**src/rtl/axi4lite_master_engine.sv**
```systemverilog
// Single-outstanding AXI4-Lite master: turns a start pulse plus address/data into one
// read or write transaction and reports completion, read data and response code.
module axi4lite_master_engine #(
    parameter int G_AXI4LITE_ADDR_WIDTH = 32,
    parameter int G_AXI4LITE_DATA_WIDTH = 32
) (
    input  logic                                 clk,
    input  logic                                 rst_n,
    // user side
    input  logic                                 start,
    input  logic [G_AXI4LITE_ADDR_WIDTH-1:0]     addr,
    input  logic                                 rnw,
    input  logic [G_AXI4LITE_DATA_WIDTH/8-1:0]   strobe,
    input  logic [G_AXI4LITE_DATA_WIDTH-1:0]     master_wdata,
    output logic                                 done,
    output logic [G_AXI4LITE_DATA_WIDTH-1:0]     master_rdata,
    output logic [1:0]                           access_status,
    // write address channel
    output logic [G_AXI4LITE_ADDR_WIDTH-1:0]     awaddr,
    output logic                                 awvalid,
    input  logic                                 awready,
    // write data channel
    output logic [G_AXI4LITE_DATA_WIDTH-1:0]     wdata,
    output logic [G_AXI4LITE_DATA_WIDTH/8-1:0]   wstrb,
    output logic                                 wvalid,
    input  logic                                 wready,
    // write response channel
    input  logic [1:0]                           bresp,
    input  logic                                 bvalid,
    output logic                                 bready,
    // read address channel
    output logic [G_AXI4LITE_ADDR_WIDTH-1:0]     araddr,
    output logic                                 arvalid,
    input  logic                                 arready,
    // read data channel
    input  logic [G_AXI4LITE_DATA_WIDTH-1:0]     rdata,
    input  logic [1:0]                           rresp,
    input  logic                                 rvalid,
    output logic                                 rready,
    // debug: current FSM state encoding
    output logic [2:0]                           fsm_state
);

    localparam int AW = G_AXI4LITE_ADDR_WIDTH;
    localparam int DW = G_AXI4LITE_DATA_WIDTH;
    localparam int SW = G_AXI4LITE_DATA_WIDTH / 8;

    typedef enum logic [2:0] {
        IDLE    = 3'd0,
        WR_REQ  = 3'd1,
        WR_RESP = 3'd2,
        RD_REQ  = 3'd3,
        RD_RESP = 3'd4
    } state_t;

    state_t          state_q, state_d;
    logic [AW-1:0]   awaddr_d, araddr_d;
    logic [DW-1:0]   wdata_d, master_rdata_d;
    logic [SW-1:0]   wstrb_d;
    logic [1:0]      access_status_d;
    logic            awvalid_d, wvalid_d, bready_d, arvalid_d, rready_d, done_d;

    assign fsm_state = state_q;

    // Handshake rule on every channel: a transfer happens on a rising edge where valid
    // and ready are both high; once raised, valid and its payload hold until that edge.
    always_comb begin
        state_d         = state_q;
        awaddr_d        = awaddr;
        araddr_d        = araddr;
        wdata_d         = wdata;
        wstrb_d         = wstrb;
        master_rdata_d  = master_rdata;
        access_status_d = access_status;
        awvalid_d       = awvalid;
        wvalid_d        = wvalid;
        bready_d        = bready;
        arvalid_d       = arvalid;
        rready_d        = rready;
        done_d          = 1'b0;

        case (state_q)
            IDLE: begin
                if (start) begin
                    if (rnw) begin
                        araddr_d  = addr;
                        arvalid_d = 1'b1;
                        state_d   = RD_REQ;
                    end else begin
                        awaddr_d  = addr;
                        wdata_d   = master_wdata;
                        wstrb_d   = strobe;
                        awvalid_d = 1'b1;
                        wvalid_d  = 1'b1;
                        state_d   = WR_REQ;
                    end
                end
            end
            WR_REQ: begin
                // AW and W retire independently; the response phase opens once both have.
                if (awvalid && awready) awvalid_d = 1'b0;
                if (wvalid && wready)   wvalid_d  = 1'b0;
                if (!awvalid_d && !wvalid_d) begin
                    bready_d = 1'b1;
                    state_d  = WR_RESP;
                end
            end
            WR_RESP: begin
                if (bvalid && bready) begin
                    access_status_d = bresp;
                    done_d          = 1'b1;
                    bready_d        = 1'b0;
                    state_d         = IDLE;
                end
            end
            RD_REQ: begin
                if (arvalid && arready) begin
                    arvalid_d = 1'b0;
                    rready_d  = 1'b1;
                    state_d   = RD_RESP;
                end
            end
            RD_RESP: begin
                if (rvalid && rready) begin
                    master_rdata_d  = rdata;
                    access_status_d = rresp;
                    done_d          = 1'b1;
                    rready_d        = 1'b0;
                    state_d         = IDLE;
                end
            end
            default: state_d = IDLE;
        endcase
    end

    always_ff @(posedge clk or negedge rst_n) begin
        if (!rst_n) begin
            state_q       <= IDLE;
            awaddr        <= '0;
            araddr        <= '0;
            wdata         <= '0;
            wstrb         <= '0;
            master_rdata  <= '0;
            access_status <= '0;
            awvalid       <= 1'b0;
            wvalid        <= 1'b0;
            bready        <= 1'b0;
            arvalid       <= 1'b0;
            rready        <= 1'b0;
            done          <= 1'b0;
        end else begin
            state_q       <= state_d;
            awaddr        <= awaddr_d;
            araddr        <= araddr_d;
            wdata         <= wdata_d;
            wstrb         <= wstrb_d;
            master_rdata  <= master_rdata_d;
            access_status <= access_status_d;
            awvalid       <= awvalid_d;
            wvalid        <= wvalid_d;
            bready        <= bready_d;
            arvalid       <= arvalid_d;
            rready        <= rready_d;
            done          <= done_d;
        end
    end

    // A raised request must not be withdrawn or change payload before its handshake.
    a_aw_stable: assert property (@(posedge clk) disable iff (!rst_n)
        (awvalid && !awready) |=> (awvalid && $stable(awaddr)));
    a_w_stable: assert property (@(posedge clk) disable iff (!rst_n)
        (wvalid && !wready) |=> (wvalid && $stable(wdata) && $stable(wstrb)));
    a_ar_stable: assert property (@(posedge clk) disable iff (!rst_n)
        (arvalid && !arready) |=> (arvalid && $stable(araddr)));

endmodule

```
**config.mk**
```make
export PLATFORM = sky130hd
export DESIGN_NAME = axi4lite_master_engine
export DESIGN_NICKNAME = d
export VERILOG_FILES = /design/src/rtl/axi4lite_master_engine.sv
export SDC_FILE = /design/constraint.sdc
export NUM_CORES = 1
export LEC_CHECK = 0
export CAP_MARGIN = 20
export CORE_MARGIN = 2
export CORE_UTILIZATION = 40
export DETAILED_ROUTE_END_ITERATION = 16
export GPL_TIMING_DRIVEN = 0
export PLACE_DENSITY = 0.78
export REMOVE_ABC_BUFFERS = 1
export SYNTH_ARGS = -nofsm -noshare
export SYNTH_HDL_FRONTEND = slang
export SYNTH_SLANG_ARGS = --single-unit
```
**constraint.sdc**
```tcl
create_clock -name clk -period 4.1 [get_ports clk]
set_clock_uncertainty 0.05 [all_clocks]
set_input_delay 1.025 -clock clk [delete_from_list [all_inputs] [get_ports clk]]
set_output_delay 1.025 -clock clk [all_outputs]
set_load 0.01 [all_outputs]
```
== Word level (Yosys, flattened, before mapping) ==
Cells that the tools add are included.
Cells by class
  add/subtract/negate cells: 0
  $mul: 0
  div/mod/pow operators: 0
  $lt $le $gt $ge: 0
  bitwise logic cells: 1
  shift operators: 0
  eq/ne operators: 11
  reductions and logical operators: 23
  mux-type cells: 31
Operators with widths (number)
  $reduce_and A3 Y1: 6
  $mux W1: 15
  $mux W3: 5
  $pmux W3 S5: 1
  $ne A2 B2 Y1 const B: 7
  $pmux W1 S2: 6
  $reduce_bool A2 Y1: 5
  $eq A3 B2 Y1 const B: 2
  $logic_and A1 B1 Y1: 6
  $mux W2: 3
  $reduce_and A5 Y1: 1
  $pmux W2 S2: 1
  $reduce_and A4 Y1: 1
  $eq A3 B1 Y1 const B: 1
  $eq A3 B3 Y1 const B: 1
  $logic_not A3 Y1: 1
  $logic_not A1 Y1: 2
  $reduce_and A2 Y1: 1
  $not A1 Y1: 1
Word-level totals
  word-level logic and storage cells: 79
  memory bits (writable): 0
  bits of input ports: 113
  bits in latches: 0
  memories: 0
  bits in registers: 143
  output and inout bits: 143
  bits in read-only memories: 0

== Depth between registers and ports, before layout ==
Gate-level depths: netlist (run 1).
  word-level depth: 7
  depth in mapped cells: 6
  mapped depth without buffers: 3

== Worst setup path after synthesis (run 1) ==
Ideal clock, no wire load.
  path kind: input-to-reg
  start: input start
  end: register araddr[10]
  setup time: 0.125 ns
  setup slack: 1.587 ns
  data required time: 3.925 ns
  data arrival time: 2.338 ns
  path buffers: 2
  stages: 5
  cells stage by stage: or3b_1 -> or3b_1 -> buf_6 -> buf_12 -> mux2_4
On the way
  longest elaborated chain between the ends: 1
Ends and longest elaborated chain
  start, declared: line 10  | input logic start,
  $reduce_and A3 Y1 (no line)
  end signal, assigned: line 154  | araddr <= araddr_d;
  end, declared: line 32  | output logic [G_AXI4LITE_ADDR_WIDTH-1:0] araddr,
No other way between the ends.
A chain may end at the register's enable or synchronous reset.

== Worst setup path after layout (run 1) ==
  start: input start
  end: register araddr[1]
Same word-level chain as after synthesis.

==> metrics.yaml, run 1 <==
status: "finished, final reports clean"
syn_to_final_growth_pct: 61.1
dpl.hpwl_um: 10200
setup_viol: 0
synth-seq-area-share_pct: 63.8
num-nets-final: 710
grt_pass1_wl_um: 21500
postLayoutSetupSlackWorst_ns: 1.05
die_y_um: 122
wl_per_cell_um: 17.7
switching_share_pct: 28.0
crit_fanout: 19
ys_seq_elements: 143
postCtsResizedCells: 0
power_uw: 6840
ant_nets: 0
grt_max_degree: 75
layout_common_cells: "254 x clkdlybuf4s50_1, 143 x dfrtp_1, 106 x mux2_2, 30 x mux2_4, 17 x clkbuf_16"
cts_setup_buffers: 0
worst_pin_slew_ns: 0.877
dp_cells: 758
wirelength_um: 14000
overflow: 0
met1Wirelength_um: 4970
cts_tree: "done"
fmax_ghz: 0.328
die_w_um: 122
arrival_ns: 3.29
power_frac_clock_pct: 23.8
timing.final.crit_share_pct: 74.5
worst_path_max_delay_cell: "or3b_2"
drive_above_1_share_pct: 29.2
slew_headroom_pct: 41.4
critPathRequiredTime_ns: 4.34
min_path_type: "flop to flop"
p_comb_share_pct: 40.8
clock_latency_ns: 0.41
r2r_cells: 4
synth.yosys.warnings: 0
yosys.area.top_type: "dfrtp_1"
fin_crit_ns: 3.05
final_common_cell: "clkdlybuf4s50_1"
rsz0062_at_grt: "false"
end_kind: "flop"
cts_buffer_depth: 2
hold_depth: 1
synth_top_area_share_pct: 63.8
cts_root_buffer: "clkbuf_16"
internal_power_uw: 4920
worstSetupStartpointType: "primary input"
path_cells: "clkdlybuf4s50_1, or3b_1, or3b_2, buf_12, mux2_4"
cts_buffers: 17
min-delay-start: "awaddr[28]"
h-tree-depth: 4
vias: 3824
core-area_sq_um: 13800
power_density_nw_per_um2: 756
hold_viol: 0
highest_layer: "met4"
antenna_found_initial: 0
synth.top_cells.by_area: "dfrtp_1 64%, mux2_2 21%, mux2_4 8.0%"
dp_slack_ns: 0.633
met2WireLength_um: 7530
cts.sinks: 143
synth_area_sq_um: 5610
fin_cells: 790
cp_slowest_stage_delay_ns: 0.76
r2r-start: "fsm_state[1]"
hold_buffers: 0
drcViolationCount: 0
clk_pin_slew_ns: 0.05
synth_cell_types: 29
numPortBuffers: 255
fp.dieArea_sq_um: 15000
globalRouteTotalUtil_pct: 19.1
dr_wl_met3_um: 1240
avgSynthCellArea_sq_um: 16.8
fin_area_sq_um: 9040
p_sw_uw: 1920
drt_first_pass_iters: 4
path_class: "primary input to flop"
n_antenna_cell: 0
seq_power_share_pct: 35.4
maxSlewViolCount: 0
gp_congestion: 0.728
tns_ns: 0
grt_pass1_vias: 4072
place_area_sq_um: 8410
power_leakage_uw: 0.00394
synthCells: 335
start_util_pct: 40.8
startpoint: "start"
vias_per_cell: 4.84
first_iter_violations: 133
io_pins: 256
drv_cap: 0
ir_drop_uv: 405
rows: 43
## state kept, by name (all words and copies together) (netlist names)
register,count
araddr,32
done,1
wvalid,1
arvalid,1
fsm_state,3
access_status,2
awaddr,32
wstrb,4
master_rdata,32
wdata,32
rready,1
bready,1
awvalid,1
## power groups by stage
stage | logic, uW | registers [uW] | clock network (uW)
2_1_floorplan | 864 | 2690 | 0
3_3_place_gp | 2730 | 2390 | 0
3_5_place_dp | 2810 | 2440 | 0
4_1_cts | 2830 | 2430 | 1660
5_1_grt | 2950 | 2510 | 1740
6_report | 2790 | 2420 | 1620
## final cells by class
type / instances / area [sq um]
fill: 1050 / 4730
multi-input combinational: 173 / 1890
clock inverter: 10 / 159
timing repair buffer: 261 / 2710
sequential: 143 / 3580
tap: 180 / 225
clock buffer: 22 / 474
inverter: 1 / 3.75
## path summary, 6_finish.rpt
| check | endpoint | slack (ns) |
|---|---|---|
| setup / recovery | araddr[1] | 1.05 |
| hold / removal | awaddr[28] | 0.45 |
| setup reg to reg | araddr[1] | 1.59 |
| hold reg to reg | awaddr[28] | 0.45 |
| max in group asynchronous | master_rdata[7] | 2.67 |
| min in group asynchronous | wdata[5] | 0.57 |
## routing by layer
layer  track usage, %  up-vias
met4             6.90        0
met1             20.3     1938
li1                 -     1720
met5                0        -
met3             7.57       17
met2             34.0      149
## per-stage QoR
step | util [%] | hold slack (ns)
floorplan | - | 0.500
global placement | 59.8 | 0.438
detailed placement | 61.0 | 0.444
CTS | 65.6 | 0.458
global route | 65.6 | 0.466
finish | 65.6 | 0.451
## synth_stat cells, drive strengths merged
library cell / number
nand3: 3
nand4: 1
nand3b: 1
a21oi: 2
or3b: 4
nand4b: 1
dfrtp: 143
o21ai: 2
o211ai: 1
clkbuf: 2
nand2b: 2
nor3: 1
o22ai: 1
o2bb2ai: 1
a2bb2oi: 2
a31oi: 3
nor2b: 2
nor2: 4
a311o: 1
buf: 16
inv: 1
mux2: 136
nand2: 5
## critical path, delay by kind of cell
kind          cells  cell delay (ns)
simple gates      2             1.17
buf+inv           2             0.78
mux               1             0.31
## cell families after synthesis
logic type | count (synthesis) | synth area share [%]
buffers and inverters | 19 | 2.72
AOI/OAI and AO/OA | 13 | 1.58
DFF | 143 | 63.8
muxes | 136 | 29.3
and+or+nand+nor | 24 | 2.65
No activity file was read; power rests on OpenSTA's default activity.
==> run 2, diff against run 1 <==
==> constraint.sdc (replaced) <==
create_clock -name clk -period 3.2 [get_ports clk]
set_clock_uncertainty 0.05 [all_clocks]
set_input_delay 0.8 -clock clk [delete_from_list [all_inputs] [get_ports clk]]
set_output_delay 0.8 -clock clk [all_outputs]
set_load 0.01 [all_outputs]
==> results of run 2 <==
Same layout as run 1 (identical final DEF). Status: finished, final reports clean.
Main changes from that run: setup slack after placement 0.633 ns -> -0.0424 ns; clock-pin slew on the worst setup and hold paths 0.05 ns -> 0.06 ns; setup slack after layout 1.05 ns -> 0.372 ns; hold slack 0.451 ns -> 0.347 ns; register-to-register setup slack 1.59 ns -> 0.69 ns; total power 6840 uW -> 8760 uW; worst IR drop on VDD 405 uV -> 519 uV
==> run 3, diff against run 2 <==
--- a/config.mk
+++ b/config.mk
@@ -12,6 +12,7 @@
 export GPL_TIMING_DRIVEN = 0
 export PLACE_DENSITY = 0.78
 export REMOVE_ABC_BUFFERS = 1
+export SETUP_SLACK_MARGIN = 0.2
 export SYNTH_ARGS = -nofsm -noshare
 export SYNTH_HDL_FRONTEND = slang
 export SYNTH_SLANG_ARGS = --single-unit
==> constraint.sdc (replaced) <==
create_clock -name clk -period 3.35 [get_ports clk]
set_clock_uncertainty 0.05 [all_clocks]
set_input_delay 0.8375 -clock clk [delete_from_list [all_inputs] [get_ports clk]]
set_output_delay 0.8375 -clock clk [all_outputs]
set_load 0.01 [all_outputs]
==> results of run 3 <==
Same layout as run 1 (identical final DEF). Status: finished, final reports clean.
Main changes from that run: setup slack after placement 0.633 ns -> 0.0701 ns; clock-pin slew on the worst setup and hold paths 0.05 ns -> 0.06 ns; setup slack after layout 1.05 ns -> 0.484 ns; hold slack 0.451 ns -> 0.385 ns; register-to-register setup slack 1.59 ns -> 0.84 ns; total power 6840 uW -> 8370 uW; worst IR drop on VDD 405 uV -> 496 uV
